--- config.mk ---
export PLATFORM = sky130hd
export DESIGN_NAME = mem_stage_lsu
export DESIGN_NICKNAME = d
export VERILOG_FILES = /design/src/rtl/mem_stage_lsu_pkg.sv /design/src/rtl/mem_stage_lsu_load_align_ext.sv /design/src/rtl/mem_stage_lsu.sv
export SDC_FILE = /design/constraint.sdc
export NUM_CORES = 1
export LEC_CHECK = 0
export ABC_AREA = 0
export BUFFER_PORTS_ARGS = -buffer_cell sky130_fd_sc_hd__buf_2
export CAP_MARGIN = 20
export CORE_MARGIN = 3
export CORE_UTILIZATION = 37
export DETAILED_ROUTE_END_ITERATION = 10
export PLACE_DENSITY = 0.76
export RECOVER_POWER = 100
export SLEW_MARGIN = 25
export SYNTH_ARGS = -nofsm -noshare
export SYNTH_HDL_FRONTEND = slang
export SYNTH_SLANG_ARGS = --single-unit
--- constraint.sdc ---
create_clock -name clk -period 1.7 [get_ports clk]
set_input_delay 0.255 -clock clk [delete_from_list [all_inputs] [get_ports clk]]
set_output_delay 0.255 -clock clk [all_outputs]
set_load 0.005 [all_outputs]
--- src/rtl/mem_stage_lsu_pkg.sv ---
// mem_stage_lsu_pkg: shared types and funct3 encodings for the MEM-stage load/store unit
package mem_stage_lsu_pkg;
  typedef enum logic [1:0] {
    MEM_B = 2'b00,
    MEM_H = 2'b01,
    MEM_W = 2'b10
  } mem_size_e;
  typedef enum logic [1:0] {
    LSU_IDLE,
    LSU_WAIT_RSP,
    LSU_DONE
  } lsu_state_e;
  localparam logic [2:0] F3_LB  = 3'b000;
  localparam logic [2:0] F3_LH  = 3'b001;
  localparam logic [2:0] F3_LW  = 3'b010;
  localparam logic [2:0] F3_LBU = 3'b100;
  localparam logic [2:0] F3_LHU = 3'b101;
  localparam logic [2:0] F3_SB  = 3'b000;
  localparam logic [2:0] F3_SH  = 3'b001;
  localparam logic [2:0] F3_SW  = 3'b010;
endpackage

--- src/rtl/mem_stage_lsu_load_align_ext.sv ---
// load_align_ext: shifts the addressed lane of a read word down and sign/zero-extends it
module load_align_ext
  import mem_stage_lsu_pkg::*;
#(
  parameter int DATA_WIDTH = 32
) (
  input  logic [DATA_WIDTH-1:0] rdata,
  input  logic [1:0]            offset,
  input  logic [2:0]            funct3,
  output logic [DATA_WIDTH-1:0] data
);
  logic [DATA_WIDTH-1:0] sh;
  // move the addressed byte/half to bit 0, then extend according to the load type
  always_comb begin
    sh = rdata >> {offset, 3'b000};
    data = funct3 == F3_LB  ? {{(DATA_WIDTH-8){sh[7]}}, sh[7:0]} :
           funct3 == F3_LH  ? {{(DATA_WIDTH-16){sh[15]}}, sh[15:0]} :
           funct3 == F3_LBU ? {{(DATA_WIDTH-8){1'b0}}, sh[7:0]} :
           funct3 == F3_LHU ? {{(DATA_WIDTH-16){1'b0}}, sh[15:0]} : sh;
  end
endmodule

--- src/rtl/mem_stage_lsu.sv ---
// mem_stage_lsu: MEM-stage load/store unit issuing data-memory requests and stalling the pipe
module mem_stage_lsu
  import mem_stage_lsu_pkg::*;
#(
  parameter int DATA_WIDTH = 32,
  parameter int ADDR_WIDTH = 32
) (
  input  logic                  clk,
  input  logic                  rst,
  input  logic                  mem_read_MEM,
  input  logic                  mem_write_MEM,
  input  logic [2:0]            funct3_MEM,
  input  logic [ADDR_WIDTH-1:0] alu_result_MEM,
  input  logic [DATA_WIDTH-1:0] rs2_data_MEM,
  output logic [DATA_WIDTH-1:0] rd_data_MEM,
  output logic                  stall_MEM,
  output logic                  mem_fault_MEM,
  output logic                  dmem_req_valid,
  input  logic                  dmem_req_ready,
  output logic                  dmem_we,
  output logic [ADDR_WIDTH-1:0] dmem_addr,
  output logic [DATA_WIDTH-1:0] dmem_wdata,
  output logic [3:0]            dmem_be,
  input  logic                  dmem_rsp_valid,
  input  logic [DATA_WIDTH-1:0] dmem_rdata
);
  lsu_state_e state, state_nx;
  logic access, misaligned, illegal, pend, hs;
  logic [1:0] off_q;
  logic [2:0] f3_q;
  logic [3:0] st_be;
  logic [DATA_WIDTH-1:0] st_wdata, fmt;
  // classify the access: a load wins when both read and write are set
  always_comb begin
    access = mem_read_MEM | mem_write_MEM;
    misaligned = funct3_MEM[1:0] == MEM_H ? alu_result_MEM[0] :
                 funct3_MEM[1:0] == MEM_W ? |alu_result_MEM[1:0] :
                 funct3_MEM[1:0] != MEM_B;
    illegal = mem_read_MEM ? funct3_MEM[2:1] == 2'b11 : funct3_MEM[2];
    mem_fault_MEM = access & (misaligned | illegal);
    pend = access & ~mem_fault_MEM;
    hs = state == LSU_IDLE & pend & dmem_req_ready;
  end
  // place store data on its byte lanes; sub-word data is replicated across the word
  always_comb begin
    st_be = funct3_MEM[1:0] == MEM_B ? 4'b0001 << alu_result_MEM[1:0] :
            funct3_MEM[1:0] == MEM_H ? (alu_result_MEM[1] ? 4'b1100 : 4'b0011) : 4'b1111;
    st_wdata = funct3_MEM[1:0] == MEM_B ? {4{rs2_data_MEM[7:0]}} :
               funct3_MEM[1:0] == MEM_H ? {2{rs2_data_MEM[15:0]}} : rs2_data_MEM;
  end
  // next state and handshake outputs; DONE releases the stall for exactly one cycle
  always_comb begin
    state_nx = state;
    dmem_req_valid = 1'b0;
    stall_MEM = 1'b0;
    case (state)
      LSU_IDLE: begin
        dmem_req_valid = pend;
        stall_MEM = pend;
        if (hs) state_nx = mem_read_MEM ? LSU_WAIT_RSP : LSU_DONE;
      end
      LSU_WAIT_RSP: begin
        stall_MEM = 1'b1;
        if (dmem_rsp_valid) state_nx = LSU_DONE;
      end
      default: state_nx = LSU_IDLE;
    endcase
  end
  assign dmem_we = dmem_req_valid & ~mem_read_MEM;
  assign dmem_be = dmem_req_valid ? (mem_read_MEM ? 4'b1111 : st_be) : 4'b0000;
  assign dmem_addr = {alu_result_MEM[ADDR_WIDTH-1:2], 2'b00};
  assign dmem_wdata = st_wdata;
  load_align_ext #(.DATA_WIDTH(DATA_WIDTH)) u_align (
    .rdata(dmem_rdata),
    .offset(off_q),
    .funct3(f3_q),
    .data(fmt)
  );
  // state register; load format info captured at handshake, load data at response
  always_ff @(posedge clk) begin
    if (rst) begin
      state <= LSU_IDLE;
      rd_data_MEM <= '0;
      off_q <= '0;
      f3_q <= '0;
    end else begin
      state <= state_nx;
      if (hs) begin
        off_q <= alu_result_MEM[1:0];
        f3_q <= funct3_MEM;
      end
      if (state == LSU_WAIT_RSP && dmem_rsp_valid) rd_data_MEM <= fmt;
    end
  end
endmodule
==> results of run 1 <==
==> cells by family (layout without fill, tap and decap cells) <==
family                 count (synthesis)  count (layout)  synth area share [%]
buffers and inverters                 91             195                  17.1
AOI/OAI and AO/OA                    106             106                  20.8
muxes                                 51              51                  18.3
DFF                                   39              39                  25.9
and+or+nand+nor                      110             110                  17.7
other                                  1               2                 0.124
==> state kept, by name (all words and copies together) (netlist names) <==
name / count
f3_q: 3
off_q: 2
rd_data_MEM: 32
state: 2
==> cell usage in the layout (no fill, tap or decap), types with 2 or more instances in the layout <==
cell,instances
clkbuf_8,6
conb_1,2
nor3_1,17
buf_2,105
nand3b_1,2
buf_4,16
dfxtp_1,36
nand2b_1,7
mux2i_1,27
clkbuf_1,41
a22oi_1,8
nand2_1,56
o2bb2ai_1,7
o211ai_1,7
dfxtp_4,2
nor2_1,14
o21ai_0,28
a21oi_2,6
nor4_1,2
inv_1,20
mux2_2,23
o41ai_1,2
nor3b_2,2
nor2b_1,4
a21oi_1,40
==> repair_timing <==
| action | 4_1_cts | 5_1_grt |
|---|---|---|
| resized for setup | 10 | 6 |
| endpoints found under the setup margin | 8 | 31 |
| gates cloned | 0 | 0 |
| pin swaps | 2 | 0 |
| setup buffers | 2 | 0 |
==> how the worst min path moves through the flow <==
stage	end	slack, ps	cells after the start
final	state[1]$_SDFFE_PP0P_	270	2
after global routing	state[1]$_SDFFE_PP0P_	270	2
after CTS	state[1]$_SDFFE_PP0P_	270	2
after detailed placement	rd_data_MEM[4]$_SDFFE_PP0P_	450	2
after global placement	rd_data_MEM[5]$_SDFFE_PP0P_	440	2
after floorplan	f3_q[2]$_SDFFE_PP0P_	410	2
==> critical path, cell delays in order (launching register included) <==
cell	delay [ps]
dfxtp_4	350
or4_4	590
a21oi_2	130
buf_2	120
==> layer usage <==
metal	share of wire (%)	up-vias	track usage (%)
met2	50	111	31.1
met3	7.1	22	4.22
met4	2.1	0	5.09
met1	41	1462	25.1
met5	0	-	0
li1	-	1544	-
==> power groups by stage <==
stage | Combinational, W | Sequential [W] | Clock, W
floorplan | 0.000405 | 0.000969 | 0
global placement | 0.000599 | 0.000972 | 0
detailed placement | 0.000612 | 0.000973 | 0
CTS | 0.000627 | 0.000948 | 0.000823
global route | 0.000680 | 0.000951 | 0.000862
finish | 0.000615 | 0.000948 | 0.000812
==> through the flow <==
stage / hold slack, ps / worst slack (ps) / TNS, ps / util (%)
floorplan: 411 / -14.4 / -57.7 / -
detailed placement: 446 / -207 / -1150 / 46.4
CTS: 267 / -40.2 / -150 / 48.4
finish: 273 / -28.7 / -96.5 / 47.6
global placement: 444 / -133 / -764 / 46.4
global route: 268 / -91.3 / -835 / 47.6
==> final cells by class <==
cell class / count / share of cell area (%)
clock inverter: 2 / 0.943
timing repair buffer: 167 / 23.1
multi-input combinational: 269 / 47.0
inverter: 20 / 2.02
sequential: 39 / 21.3
clock buffer: 6 / 2.22
tap: 102 / 3.44
==> results.md, run 1 <==
* Setup Skew at around 3.5 ps
* FFs w/ async S/R, synth at 0%
* Max-slew violations at 0
* Clk_lat worst skew at just under 300 ps
* CTS tree: built
* Worst Setup Path Type: flip-flop to output port
* H-Tree Depth at 2
* Die area at just over 9000 sq um
* Area after DPL at 3620 sq um
* Setup ws final at -28.7 ps
* Top_reg_cell synth: dfxtp_1
* P_leak at 1.52 nW
* Clk sink count at 39
* Top cells by area, synth: dfxtp_1 (26%), buf_4 (10%), mux2i_1 (9.0%)
* Number of synthesized flops with an enable pin at 0
* Ys Warns at 0
* Max Freq at slightly below 600 MHz
* Max-Slew Margin vs Limit at 47.6%
* Hold Path Class: input port to flip-flop
* Worst-path clk slew at about 80 ps
* DP Wirelength at 7.09 mm
* I/O Buffers at 146
* Mapped Avg Cell Area at 7.58 sq um
* Clock Path Buffers at 2
* Layout cell share with drive strength beyond 1 at between 30% and 40%
* Slew @ Worst Pin at 786 ps
* Finished Layout Cells at 605
* Wire per inst at around 15 microns
* R2R setup slack at 40 ps
* # DRC at 0
* Crit. End Element: output port
* Most common cell in the synthesized netlist: nand2_1
* Pre-antenna DRT Iters at 4
* Clock share of power at about a third
* Total power at 0.00238 W
* Maximum VDD drop at between 0.4 and 0.5 mV
* Seq. cell area at between 700 and 800 sq um
* Critical Path Sink: dmem_be[0]
* Final Hold Viols at 0
* Initial antenna violation count at 0
* Sequential fraction of the synthesis area at roughly 26%
* Pin count of the biggest net entering global routing at 46
* Internal at 0.00169 W
* Total Routing Usage GR at 19.0%
* Crit start category: flip-flop
* Commonest cells in the netlist: nand2_1 (56), a21oi_1 (45), buf_4 (41)
* CTS root buf: clkbuf_8
* Std-Cell Rows at 32
* Die Ht at 96.3 microns
* Register share of total power at between 30% and 40%
* I/O pins at between 200 and 250
* P_sw at 0.000681 W
* Synthesis-stage register bit count at 39
* Core area at 7810 sq um
* Net count, final at 607
* DR vias at 3139
* Hold Buf Count CTS at 0
* Status: complete, but fails checks
* Filler cells at 850
* Die Span X at 96.3 microns
* FF-to-FF End: f3_q[2]$_SDFFE_PP0P_
* Global-route wire length before repair at 14.2 mm
* Pwr per Cell Area at 640 nW/um^2
* Final Critical Period at 1730 ps
* Via/cell ratio at about 5.2
* Setup crit start: state[0]$_SDFFE_PP0P_
* Netlist cell types at 39
* Max Cap Viol at 0
* Failing checks: negative setup slack
* CTS Buf Count at 5
* Initial Util at 38.6%
* Initial drt markers at 123
* Post-route ant nets at 0
* Cell taking the most area after synthesis: dfxtp_1
* Cell Area, Synth at 3020 sq um
* Multi-input gate area at 1750 sq um
* Synth Instances at about 400
* Final setup fails at 5
* Antenna Cells at 0
* Grt ovf at 0
* Hold path start: dmem_rsp_valid
* Arr. time, crit path at 1470 ps
* Final non-filler cell area at 3710 sq um
* Sw Ratio at 28.7%
* Register-to-Register Path Depth at 5
* Area Overhead vs Synth at 23.2%
* Worst Path Required at 1440 ps
* Vias in the first global route at 2901
* RePlAce Congestion at about 0.84
* Crit Path Max Fanout at 7
* WL final at 9.14 mm
* Yosys top cell area share at 25.9%
* Placed cells at just under 600
* Comb power frac at 25.9%
* Reg2Reg Launch Point: state[0]$_SDFFE_PP0P_
* Tcrit/Tclk final at 102%
* RSZ-0062 raised after global routing: yes
Note: power is estimated with default switching activity, not from simulation.
==> run 2: changes to the inputs <==
Settings changed: CTS_BUF_LIST from default to sky130_fd_sc_hd__clkbuf_2, MAX_ROUTING_LAYER from default to met4.
==> run 2 against run 1 <==
Net effect: clock power fell by 30%; worst hold slack got worse by 110 ps; non-clock buffer count did not move; largest power group unchanged; total power fell by 10%; sequential power barely moved; the run still ends with negative setup slack left; die area did not move; register-to-register slack got worse by 60 ps; critical path depth did not move; critical path type unchanged; clock-buffer cell count fell by 1.
==> results.md, run 2 (same netlist as run 1, synthesis figures left out) <==
* DP Wirelength at 7.09 mm
* Core area at between 7000 and 8000 sq um
* Die area at 9270 sq um
* Met1 Usage GRT at 25.3%
* Setup ws final at -166 ps
* Failing checks: negative setup slack
* Maximum VDD drop at 0.399 mV
* Largest Register: rd_data_MEM
* Max Freq at 536 MHz
* Global-route wire length before repair at 14.1 mm
* Top flop regs: rd_data_MEM x32, f3_q x3
* Final Critical Period at 1870 ps
* Grt ovf at 0
* M3 GR Usage at 3.91%
* CTS Buf Count at 5
* Most frequent cells in the layout: buf_2 (110), nand2_1 (56), a21oi_1 (40)
* Clk_lat worst skew at 400 ps
* Final setup fails at 25
* P_leak at 1.52 nW
* Slew @ Worst Pin at 797 ps
* Status: complete, but fails checks
* Vias in the first global route at 2914
* Max Cap Viol at 0
* Antenna Cells at 0
* Total Routing Usage GR at 19.5%
* Setup crit start: state[0]$_SDFFE_PP0P_
* Register-to-Register Path Depth at 6
* Crit path cell chain: or4_4 -> a21oi_2 -> buf_2
* R2R setup slack at -20 ps
* Die Span X at between 90 and 100 microns
* Max stage delay on crit path at 590 ps
* Final Hold Viols at 0
* Crit. End Element: output port
* Initial drt markers at 130
* CTS tree: built
* Clk sink count at 39
* RSZ-0062 raised after global routing: yes
* Wire per inst at about 15 microns
* Std-Cell Rows at 32
* Setup Skew at around 19 ps
* Worst Path Required at 1440 ps
* Crit start category: flip-flop
* CP Depth at 3
* Hold path start: dmem_rsp_valid
* Die Ht at 96.3 microns
* # DRC at 0
* Filler cells at 857
* Dpl ws at -207 ps
* Initial Util at 38.6%
* Top Family by Delay on Critical Path: simple AND/OR/NAND/NOR gates
* Crit Path Max Fanout at 7
* Net count, final at 607
* Commonest non-fill, non-tap cell in the layout: buf_2
* Reg2Reg Launch Point: state[1]$_SDFFE_PP0P_
* Slowest CP cell: or4_4
* I/O pins at 209
* Pin count of the biggest net entering global routing at between 40 and 50
* Most used routing layer: met2
* H-Tree Depth at 2
* Finished Layout Cells at between 600 and 700
* Critical Path Sink: dmem_be[0]
* Worst Setup Path Type: flip-flop to output port
* RePlAce Congestion at 0.854
* DR vias at around 3100
* Pre-antenna DRT Iters at 4
* Max-slew violations at 0
* Initial antenna violation count at 0
* FF-to-FF End: rd_data_MEM[29]$_SDFFE_PP0P_
* CTS root buf: clkbuf_2
* WL final at 9.11 mm
* Via/cell ratio at 5.19
* Area Overhead vs Synth at 22.0%
* I/O Buffers at around 150
* Hold Path Class: input port to flip-flop
* Clock Path Buffers at 2
* Pwr per Cell Area at 581 nW/um^2
* Worst-path clk slew at 190 ps
* Tcrit/Tclk final at 110%
* Max reg flops at 32
* Post-route ant nets at 0
* Routing usage on met2 at between 30% and 40%
* Layout cell share with drive strength beyond 1 at 35.6%
* Final Util at 47.1%
* Max-Slew Margin vs Limit at 46.9%
* CP bufs+invs at 1
* Placed cells at 595
* Arr. time, crit path at 1610 ps
==> run 2: per-layer routing <==
metal	part of all wire, %	vias up
li1	-	1549
met1	41	1449
met2	50	117
met3	7.1	22
met4	2.2	0
met5	0	-
==> run 2: layout make-up <==
class                   count  area (sq um)  share of cell area (%)
inverters                  20          75.1                    2.04
multi-input cells         269          1750                    47.6
clock inverters             3          38.8                    1.05
repair buffers            167           875                    23.8
well taps                 102           128                    3.47
flip-flops and latches     39           788                    21.4
clock buffers               5          25.0                   0.680
==> run 2: worst min-delay path by stage <==
stage,endpoint,slack [ps],cells past startpoint
CTS,state[1]$_SDFFE_PP0P_,150,2
global placement,rd_data_MEM[5]$_SDFFE_PP0P_,440,2
global route,state[1]$_SDFFE_PP0P_,140,2
finish,state[1]$_SDFFE_PP0P_,160,2
floorplan,f3_q[2]$_SDFFE_PP0P_,410,2
detailed placement,rd_data_MEM[4]$_SDFFE_PP0P_,450,2
==> run 2: through the flow <==
stage / total power [W] / hold WS, ps / TNS, ps / cell area [sq um]
final: 0.00214 / 160 / -1480 / 3680
after global placement: 0.00157 / 444 / -764 / 3620
after CTS: 0.00215 / 154 / -1080 / 3730
after global routing: 0.00225 / 137 / -5130 / 3680
after floorplan: 0.00137 / 411 / -57.7 / 3020
after detailed placement: 0.00158 / 446 / -1150 / 3620
==> run 2: report_power, final <==
group | switching [W] | internal (W)
combinational | 0.000328 | 0.000292
clock | 0.000322 | 0.000242
sequential | 0.0000157 | 0.000936
==> run 2: what timing repair did <==
item                                   CTS  global route
setup buffers                            2             0
endpoints found under the hold margin    0             0
setup endpoints to repair                8            34
hold buffers                             0             0
pin swaps                                1             1
resized for setup                       10             5
==> run 3: changes to the inputs <==
Settings changed: REMOVE_ABC_BUFFERS from default to 1.
==> run 3 against run 2 <==
Net effect: the run still ends with negative setup slack left; register-to-register slack got worse by 20 ps; final area decreased by 0.71%; worst hold slack got worse by 13 ps; setup slack got worse by 11 ps; maximum frequency decreased by 0.57%; wire length increased by 8.2%; critical path depth unchanged; global-route usage increased by 2.5 points; sequential share of layout area about the same; total power decreased by 0.36%; first-iteration DRC count increased by 42%; clock-buffer cell count unchanged; largest cell class unchanged.
==> results.md, run 3 (same netlist as run 1, synthesis figures left out) <==
* Area Overhead vs Synth at 21.1%
* Clock share of power at 26.6%
* CP Depth at 3
* Max stage delay on crit path at about 610 ps
* CP bufs+invs at 1
* Final Critical Period at 1880 ps
* Worst Setup Path Type: flip-flop to output port
* Status: complete, but fails checks
* Wire per inst at 16.2 microns
* Max-Slew Margin vs Limit at approximately 56%
* Crit start category: flip-flop
* Clk_lat worst skew at 400 ps
* Setup ws final at -177 ps
* Net count, final at slightly above 600
* Die Span X at between 90 and 100 microns
* P_leak at 1.51 nW
* Total Routing Usage GR at 22.0%
* Grt ovf at 0
* Initial drt markers at ~190
* Sw Ratio at about a third
* Vias in the first global route at 3070
* Crit. End Element: output port
* Pin count of the biggest net entering global routing at 37
* DP Wirelength at between 7 and 8 mm
* Worst-path clk slew at 200 ps
* Slowest CP cell: or4_4
* Layout cell share with drive strength beyond 1 at a little over a third
* Die area at 9270 sq um
* Max Freq at 533 MHz
* Pre-antenna DRT Iters at 4
* Post-route ant nets at 0
* Largest Register: rd_data_MEM
* Top flop regs: rd_data_MEM x32, f3_q x3
* Hold Buf Count CTS at 0
* Initial Util at 38.6%
* Max Cap Viol at 0
* Register-to-Register Path Depth at 6
* Clock Path Buffers at 2
* Internal at ~0.0015 W
* Clk sink count at 39
* Comb power frac at 28.6%
* WL final at 9.86 mm
* Most frequent cells in the layout: buf_2 (110), nand2_1 (56), a21oi_1 (39), clkbuf_1 (39), dfxtp_1 (38)
* R2R setup slack at -40 ps
* Max-slew violations at 0
* Maximum VDD drop at 0.298 mV
* Commonest non-fill, non-tap cell in the layout: buf_2
* Global-route wire length before repair at 15.2 mm
* Slew @ Worst Pin at approximately 660 ps
* Setup TNS at -2070 ps
* Arr. time, crit path at 1620 ps
* Final Hold Viols at 0
* Crit Path Max Fanout at 7
* I/O pins at 209
* Worst Path Required at 1440 ps
* Tcrit/Tclk final at 110%
* CTS tree: built
* RSZ-0062 raised after global routing: yes
* Worst hold path depth at 2
* Setup Skew at 14.1 ps
* RePlAce Congestion at 0.839
* # DRC at 0
* Hold Path Class: input port to flip-flop
* Crit path cell chain: or4_4 -> a21oi_2 -> buf_2
* CTS Buf Count at 5
* Failing checks: negative setup slack
* Std-Cell Rows at 32
* Via/cell ratio at 5.18
* Register share of total power at 44.8%
* P_sw at ~0.00067 W
* Initial antenna violation count at 2
* I/O Buffers at 146
* Dpl ws at -250 ps
* CTS root buf: clkbuf_2
* H-Tree Depth at 2
* Die Ht at 96.3 microns
* Core area at 7810 sq um
* Max reg flops at 32
* Top Family by Delay on Critical Path: simple AND/OR/NAND/NOR gates
* Final setup fails at 32
* DR vias at ~3100
* Pwr per Cell Area at 583 nW/um^2
==> run 3: cell types whose count changed in the layout (fill, tap and decap cells not counted), sizes merged <==
cell,previous run,this run
diode,0,2
clkbuf,46,47
==> run 3: worst reg2reg max path: cells and delay by family, from the launching register on <==
kind / cells / cell delay, ps
flip-flops: 1 / 390
buffers and inverters: 2 / 730
AND/OR/NAND/NOR: 2 / 280
AO/OA/AOI/OAI: 2 / 250
==> run 3: layer usage <==
layer | routed length [microns] | GRT usage [%] | part of all wire, %
met5 | 0 | - | 0
met4 | 163 | 8.18 | 1.7
met3 | 1110 | 8.13 | 11
met2 | 4660 | 34.2 | 47
met1 | 3930 | 25.9 | 40
==> run 3: layout make-up <==
cell class / count / area [sq um]
inverter: 20 / 75.1
fill: 794 / 4160
clock buffer: 5 / 25.0
clock inverter: 3 / 38.8
sequential: 39 / 782
timing repair buffer: 168 / 845
antenna: 2 / 5.00
tap: 102 / 128
multi-input combinational: 269 / 1750
==> run 3: final timing paths <==
| kind | start | endpoint |
|---|---|---|
| worst max-delay path | state[0]$_SDFFE_PP0P_ | dmem_be[2] |
| worst min-delay path | dmem_rsp_valid | state[1]$_SDFFE_PP0P_ |
| worst max register to register | state[1]$_SDFFE_PP0P_ | rd_data_MEM[24]$_SDFFE_PP0P_ |
| worst min register to register | rd_data_MEM[5]$_SDFFE_PP0P_ | rd_data_MEM[5]$_SDFFE_PP0P_ |
==> run 3: what timing repair did <==
action | CTS | global route
gates resized for setup | 6 | 6
pin swaps | 2 | 1
endpoints found under the setup margin | 7 | 21
buffers inserted | 0 | 0
==> run 3: through the flow <==
stage / cells / cell area, sq um / total power [W] / util (%) / hold slack (ps)
finish: 608 / 3650 / 0.00213 / 46.8 / 146
CTS: 606 / 3700 / 0.00215 / 47.4 / 127
global route: 608 / 3650 / 0.00226 / 46.8 / 120
floorplan: 328 / 2580 / 0.00125 / - / 324
detailed placement: 598 / 3610 / 0.00158 / 46.3 / 445
global placement: 598 / 3610 / 0.00157 / 46.3 / 442
==> run 3: power by group through the flow <==
| stage | logic [W] | registers, W | clock network, W |
|---|---|---|---|
| after floorplan | 0.000267 | 0.000984 | 0 |
| after global placement | 0.000600 | 0.000969 | 0 |
| after detailed placement | 0.000610 | 0.000971 | 0 |
| after CTS | 0.000620 | 0.000953 | 0.000578 |
| after global routing | 0.000677 | 0.000958 | 0.000623 |
| final | 0.000609 | 0.000953 | 0.000567 |
